===== src/rtl/fetch_pair_aligner_pkg.sv =====
// Shared definitions for the dual-lane fetch path: default word width, take encodings
// and zero-flag polarity, plus the take-clamping helper used by the aligner.
package fetch_pair_aligner_pkg;

  localparam int WIDTH_DEF = 32;

  localparam logic [1:0] TAKE_NONE = 2'd0;
  localparam logic [1:0] TAKE_ONE  = 2'd1;
  localparam logic [1:0] TAKE_TWO  = 2'd2;

  // Level of in_zer* that marks a word as zero (discarded)
  localparam logic ZERO_FLAG = 1'b1;

  // Illegal take=3 behaves as two; never consume more than what is buffered
  function automatic logic [1:0] clamp_take(input logic [1:0] take, input logic [1:0] avail);
    logic [1:0] t;
    t = (take == 2'd3) ? TAKE_TWO : take;
    if (t == TAKE_NONE) return TAKE_NONE;
    return (t > avail) ? avail : t;
  endfunction

endpackage


===== src/rtl/fetch_pair_ram.sv =====
// DEPTH x WIDTH register storage with two write ports and two asynchronous read ports.
// Storage is never reset; the aligner's pointers decide which entries are meaningful.
module fetch_pair_ram #(
  parameter int WIDTH = 32,
  parameter int DEPTH = 8,
  parameter int AW    = 3
) (
  input  logic             clk,
  input  logic             we0,
  input  logic [AW-1:0]    waddr0,
  input  logic [WIDTH-1:0] wdata0,
  input  logic             we1,
  input  logic [AW-1:0]    waddr1,
  input  logic [WIDTH-1:0] wdata1,
  input  logic [AW-1:0]    raddr0,
  output logic [WIDTH-1:0] rdata0,
  input  logic [AW-1:0]    raddr1,
  output logic [WIDTH-1:0] rdata1
);

  logic [WIDTH-1:0] mem [DEPTH];

  // The aligner never drives both ports at the same address in one cycle
  always_ff @(posedge clk) begin
    if (we0) mem[waddr0] <= wdata0;
    if (we1) mem[waddr1] <= wdata1;
  end

  assign rdata0 = mem[raddr0];
  assign rdata1 = mem[raddr1];

endmodule


===== src/rtl/fetch_pair_aligner.sv =====
// Compacts up to two non-zero fetched words per cycle into a circular buffer and
// presents the two oldest words, in program order, to the dual-issue decoder.
module fetch_pair_aligner
  import fetch_pair_aligner_pkg::*;
#(
  parameter int WIDTH = WIDTH_DEF,
  parameter int DEPTH = 8,
  parameter int PTRW  = 3
) (
  input  logic             clk,
  input  logic             preset,
  input  logic             in_valid,
  output logic             in_ready,
  input  logic [WIDTH-1:0] in_data0,
  input  logic [WIDTH-1:0] in_data1,
  input  logic             in_zer0,
  input  logic             in_zer1,
  output logic [WIDTH-1:0] out_data0,
  output logic [WIDTH-1:0] out_data1,
  output logic             out_valid0,
  output logic             out_valid1,
  input  logic [1:0]       out_take,
  output logic [PTRW:0]    level,
  output logic             take_err
);

  localparam int CW = PTRW + 1;

  logic [PTRW-1:0] wr_ptr;
  logic [PTRW-1:0] rd_ptr;
  logic [CW-1:0]   count;
  logic            err_q;

  logic            keep0;
  logic            keep1;
  logic            accept;
  logic [1:0]      nwr;
  logic [1:0]      avail;
  logic [1:0]      eff_take;
  logic            err_now;
  logic            we0;
  logic            we1;
  logic [WIDTH-1:0] wdata0;

  // Conservative: a take in the same cycle does not free space for the incoming pair
  assign in_ready = (count <= CW'(DEPTH - 2));
  assign accept   = in_valid && in_ready;
  assign keep0    = (in_zer0 != ZERO_FLAG);
  assign keep1    = (in_zer1 != ZERO_FLAG);
  assign nwr      = accept ? ({1'b0, keep0} + {1'b0, keep1}) : 2'd0;

  // Port 0 always writes the oldest survivor at wr_ptr; port 1 only when both survive
  assign we0    = accept && (keep0 || keep1);
  assign we1    = accept && keep0 && keep1;
  assign wdata0 = keep0 ? in_data0 : in_data1;

  assign avail    = (count >= CW'(2)) ? TAKE_TWO : ((count == '0) ? TAKE_NONE : TAKE_ONE);
  assign eff_take = clamp_take(out_take, avail);
  assign err_now  = (out_take == 2'd3) || (CW'(out_take) > count);

  fetch_pair_ram #(
    .WIDTH (WIDTH),
    .DEPTH (DEPTH),
    .AW    (PTRW)
  ) u_ram (
    .clk    (clk),
    .we0    (we0),
    .waddr0 (wr_ptr),
    .wdata0 (wdata0),
    .we1    (we1),
    .waddr1 (wr_ptr + PTRW'(1)),
    .wdata1 (in_data1),
    .raddr0 (rd_ptr),
    .rdata0 (out_data0),
    .raddr1 (rd_ptr + PTRW'(1)),
    .rdata1 (out_data1)
  );

  // Pointers wrap naturally at PTRW bits; take_err is sticky until preset
  always_ff @(posedge clk) begin
    if (preset) begin
      wr_ptr <= '0;
      rd_ptr <= '0;
      count  <= '0;
      err_q  <= 1'b0;
    end else begin
      wr_ptr <= wr_ptr + PTRW'(nwr);
      rd_ptr <= rd_ptr + PTRW'(eff_take);
      count  <= count + CW'(nwr) - CW'(eff_take);
      if (err_now) err_q <= 1'b1;
    end
  end

  assign out_valid0 = (count != '0);
  assign out_valid1 = (count >= CW'(2));
  assign level      = count;
  assign take_err   = err_q;

endmodule


===== config.mk =====
export PLATFORM = sky130hd
export DESIGN_NAME = fetch_pair_aligner
export DESIGN_NICKNAME = d
export VERILOG_FILES = /design/src/rtl/fetch_pair_aligner_pkg.sv /design/src/rtl/fetch_pair_ram.sv /design/src/rtl/fetch_pair_aligner.sv
export SDC_FILE = /design/constraint.sdc
export NUM_CORES = 1
export LEC_CHECK = 0
export BUFFER_PORTS_ARGS = -buffer_cell sky130_fd_sc_hd__buf_2
export CORE_MARGIN = 3
export CORE_UTILIZATION = 50
export CTS_CLUSTER_DIAMETER = 200
export DETAILED_ROUTE_END_ITERATION = 6
export GPL_TIMING_DRIVEN = 0
export PLACE_DENSITY_LB_ADDON = 0.3
export SLEW_MARGIN = 20
export SYNTH_ARGS = -nofsm -noshare
export SYNTH_HDL_FRONTEND = slang
export SYNTH_SLANG_ARGS = --single-unit

===== constraint.sdc =====
create_clock -name clk -period 9.75 [get_ports clk]
set_input_delay 1.95 -clock clk [delete_from_list [all_inputs] [get_ports clk]]
set_output_delay 1.95 -clock clk [all_outputs]
set_load 0.05 [all_outputs]

==> key figures <==
Status
  • Outcome: finished clean

Cells and area
  • Cell area after layout: 18800 µm²
  • Layout Nets: 1226
  • Filler instances: 2358
  • Area growth, synth to finish: 16.8%
  • Commonest non-fill, non-tap cells in the layout: mux2_2 (332), edfxtp_1 (256), buf_2 (165)
  • Post-route insts no fill: 1560
  • FF+latch area: 7910 µm²
  • Area of the multi-input gates: 7840 µm²
  • Commonest non-fill, non-tap cell in the layout: mux2_2
  • N_diodes: 0
  • Fraction of layout cells with a size suffix above 1: 63.6%

Logic synthesis
  • Mapped Nets: 1036
  • Area contributors post-synth: edfxtp_1 (48%), mux2_2 (23%), mux4_2 (18%)
  • Sequential fraction of the synthesis area: 49.0%
  • Number of synthesized register bits: 267
  • YS warnings: 0
  • Post-synth top flop: edfxtp_1
  • Post-synth EDFFs: 256
  • Synth Instances: 944
  • Yosys top cell area share: 47.7%
  • Fraction of registers with async set/reset: 0%
  • Yosys top cell by area: edfxtp_1
  • Syn_area_per_cell: 17.1 µm²
  • Synth unique cells: 39
  • Cell area after synthesis: 16100 µm²

Clock network
  • Clk_lat worst skew: 0.57 ns
  • Sinks on the clock net: 267
  • Root buf cell: clkbuf_16
  • CTS HTree Levels: 1
  • CTS Hold Buffers Added: 0
  • Clock Pin Slew Worst Setup and Hold Paths: 0.06 ns
  • Total CTS buffers: 30
  • CTS resizes: 0
  • Clock Path Buffers: 3
  • Post CTS Setup Buffer Count: 0
  • CTS tree: built

STA
  • Final Slew Violations: 0
  • Fin Setup TNS: 0 ns
  • Fin crit period: 5.25 ns
  • F_max: 0.190 GHz
  • Max_slew headroom: 33.0%
  • Hold Vio Cnt, Final: 0
  • Worst-margin pin slew: 1.01 ns
  • Final setup fails: 0
  • RSZ-0062 raised after global routing: no
  • Period utilization: 53.9%
  • Final Skew: 0.0179 ns

Global routing
  • Largest net degree at the start of global routing: 17
  • All-Layer GR Usage: 25.3%
  • Vias in the first global route: 10327
  • Global-route wire length before repair: 64.2 mm
  • Initial antenna violation count: 2
  • Gr ovfl total: 0

Setup path
  • CP Launch Type: flip-flop
  • Reg2reg start: level[2]
  • Critical path class: reg2out
  • Critical path endpoint category: output port
  • Peak fanout along the critical path: 10
  • CP arrival: 3.30 ns
  • Worst Setup SP: rd_ptr[0]
  • WP data required: 7.80 ns

Pwr
  • Clk pwr share: 21.1%
  • Sw Pwr: 0.00226 W
  • Peak VDD IR: 225 µV
  • Total power: 0.00532 W
  • Leakage: 6.32 nW
  • Switching Share: 42.5%
  • P per Cell Area: 283 nW/µm²
  • Comb power frac: 52.8%
  • Flop pwr share: 26.1%
  • Pint: 0.00306 W

Placed design
  • Dpl cell area: 17900 µm²
  • Port bufs: 142
  • Post-detail-place hpwl: 28.3 mm
  • Routability cong.: 0.771
  • Placed cells: 1504

Floorplan
  • Die width: 186 µm
  • IO Count: 143
  • Die area: 34400 µm²
  • Row count: 65
  • Core Area: 31600 µm²
  • Initial cell density of the core: 51.0%
  • Die extent in y: 186 µm

Route
  • Starting DRC count in detailed routing: 867
  • Routed vias/inst: 6.30
  • Final antenna-violating net count: 0
  • Drt first pass iters: 5
  • Routed vias: 9821
  • Routed WL: 43.2 mm
  • Remaining DRCs: 0
  • WL per Instance: 27.7 µm

Job
  • Maxcap violations: 0

Worst hold path
  • Hold Startpoint: take_err
  • Hold Crit Class: reg2reg
## final cells by class
cell class / count / area share (%)
clock inverters: 18 / 0.970
flip-flops and latches: 267 / 42.0
well taps: 402 / 2.67
repair buffers: 158 / 6.05
inverters: 20 / 0.399
multi-input cells: 591 / 41.6
plain buffers: 66 / 2.09
clock buffers: 38 / 4.20
## routing by layer
metal	GRT usage [%]	vias up	wire, µm
met1	34.6	5028	17500
met5	0	-	20
met2	42.5	450	21200
li1	-	4253	-
met3	4.67	86	3410
met4	6.08	4	1050
## worst paths after layout
kind	endpoint	cells after the start	slack (ns)
worst min register to register	take_err	2	0.53
worst min-delay path	take_err	2	0.53
worst max-delay path	out_data1[11]	6	4.50
worst max register to register	level[2]	15	6.65
## worst max-delay path: stages (launching register included)
cell and delay (ns):
dfxtp_1 0.41, buf_2 0.31, buf_2 0.34, clkbuf_1 0.74
mux4_2 0.41, mux2_2 0.30, buf_2 0.22
## synthesized netlist by cell type, types with 9 or more instances
master / instances
mux4_2: 128
clkbuf_1: 18
buf_6: 12
nor2_1: 13
mux2_4: 11
ha_1: 17
mux2_2: 332
dfxtp_1: 11
nand2_1: 11
mux2_1: 10
inv_1: 20
edfxtp_1: 256
buf_2: 23
a21oi_1: 11
o21ai_0: 9
## power by group through the flow
stage	combinational, W	sequential [W]	clock, W
floorplan	0.00212	0.00143	0
global placement	0.00276	0.00142	0
detailed placement	0.00282	0.00141	0
CTS	0.00283	0.00139	0.00114
global route	0.00297	0.00140	0.00118
finish	0.00281	0.00139	0.00112
## stage by stage
step	util (%)	hold WS, ns	setup slack (ns)
2_1_floorplan	-	0.603	4.90
3_3_place_gp	54.8	0.512	2.44
3_5_place_dp	56.4	0.519	4.76
4_1_cts	59.5	0.540	4.51
5_1_grt	59.5	0.570	4.38
6_report	59.5	0.532	4.50
## sequential cells by signal, summed over array words and instances (netlist names)
name	cells
u_ram.mem	256
rd_ptr	3
wr_ptr	3
take_err	1
level	4
## kinds of logic after synthesis
group	synth area share (%)
and+or+nand+nor	2.37
AOI/OAI and AO/OA	0.830
buffers and inverters	2.90
DFF	49.0
adders and majority gates	1.82
xor gates and xnor gates	0.272
muxes	42.8
Power figures use the tool's default switching activity.
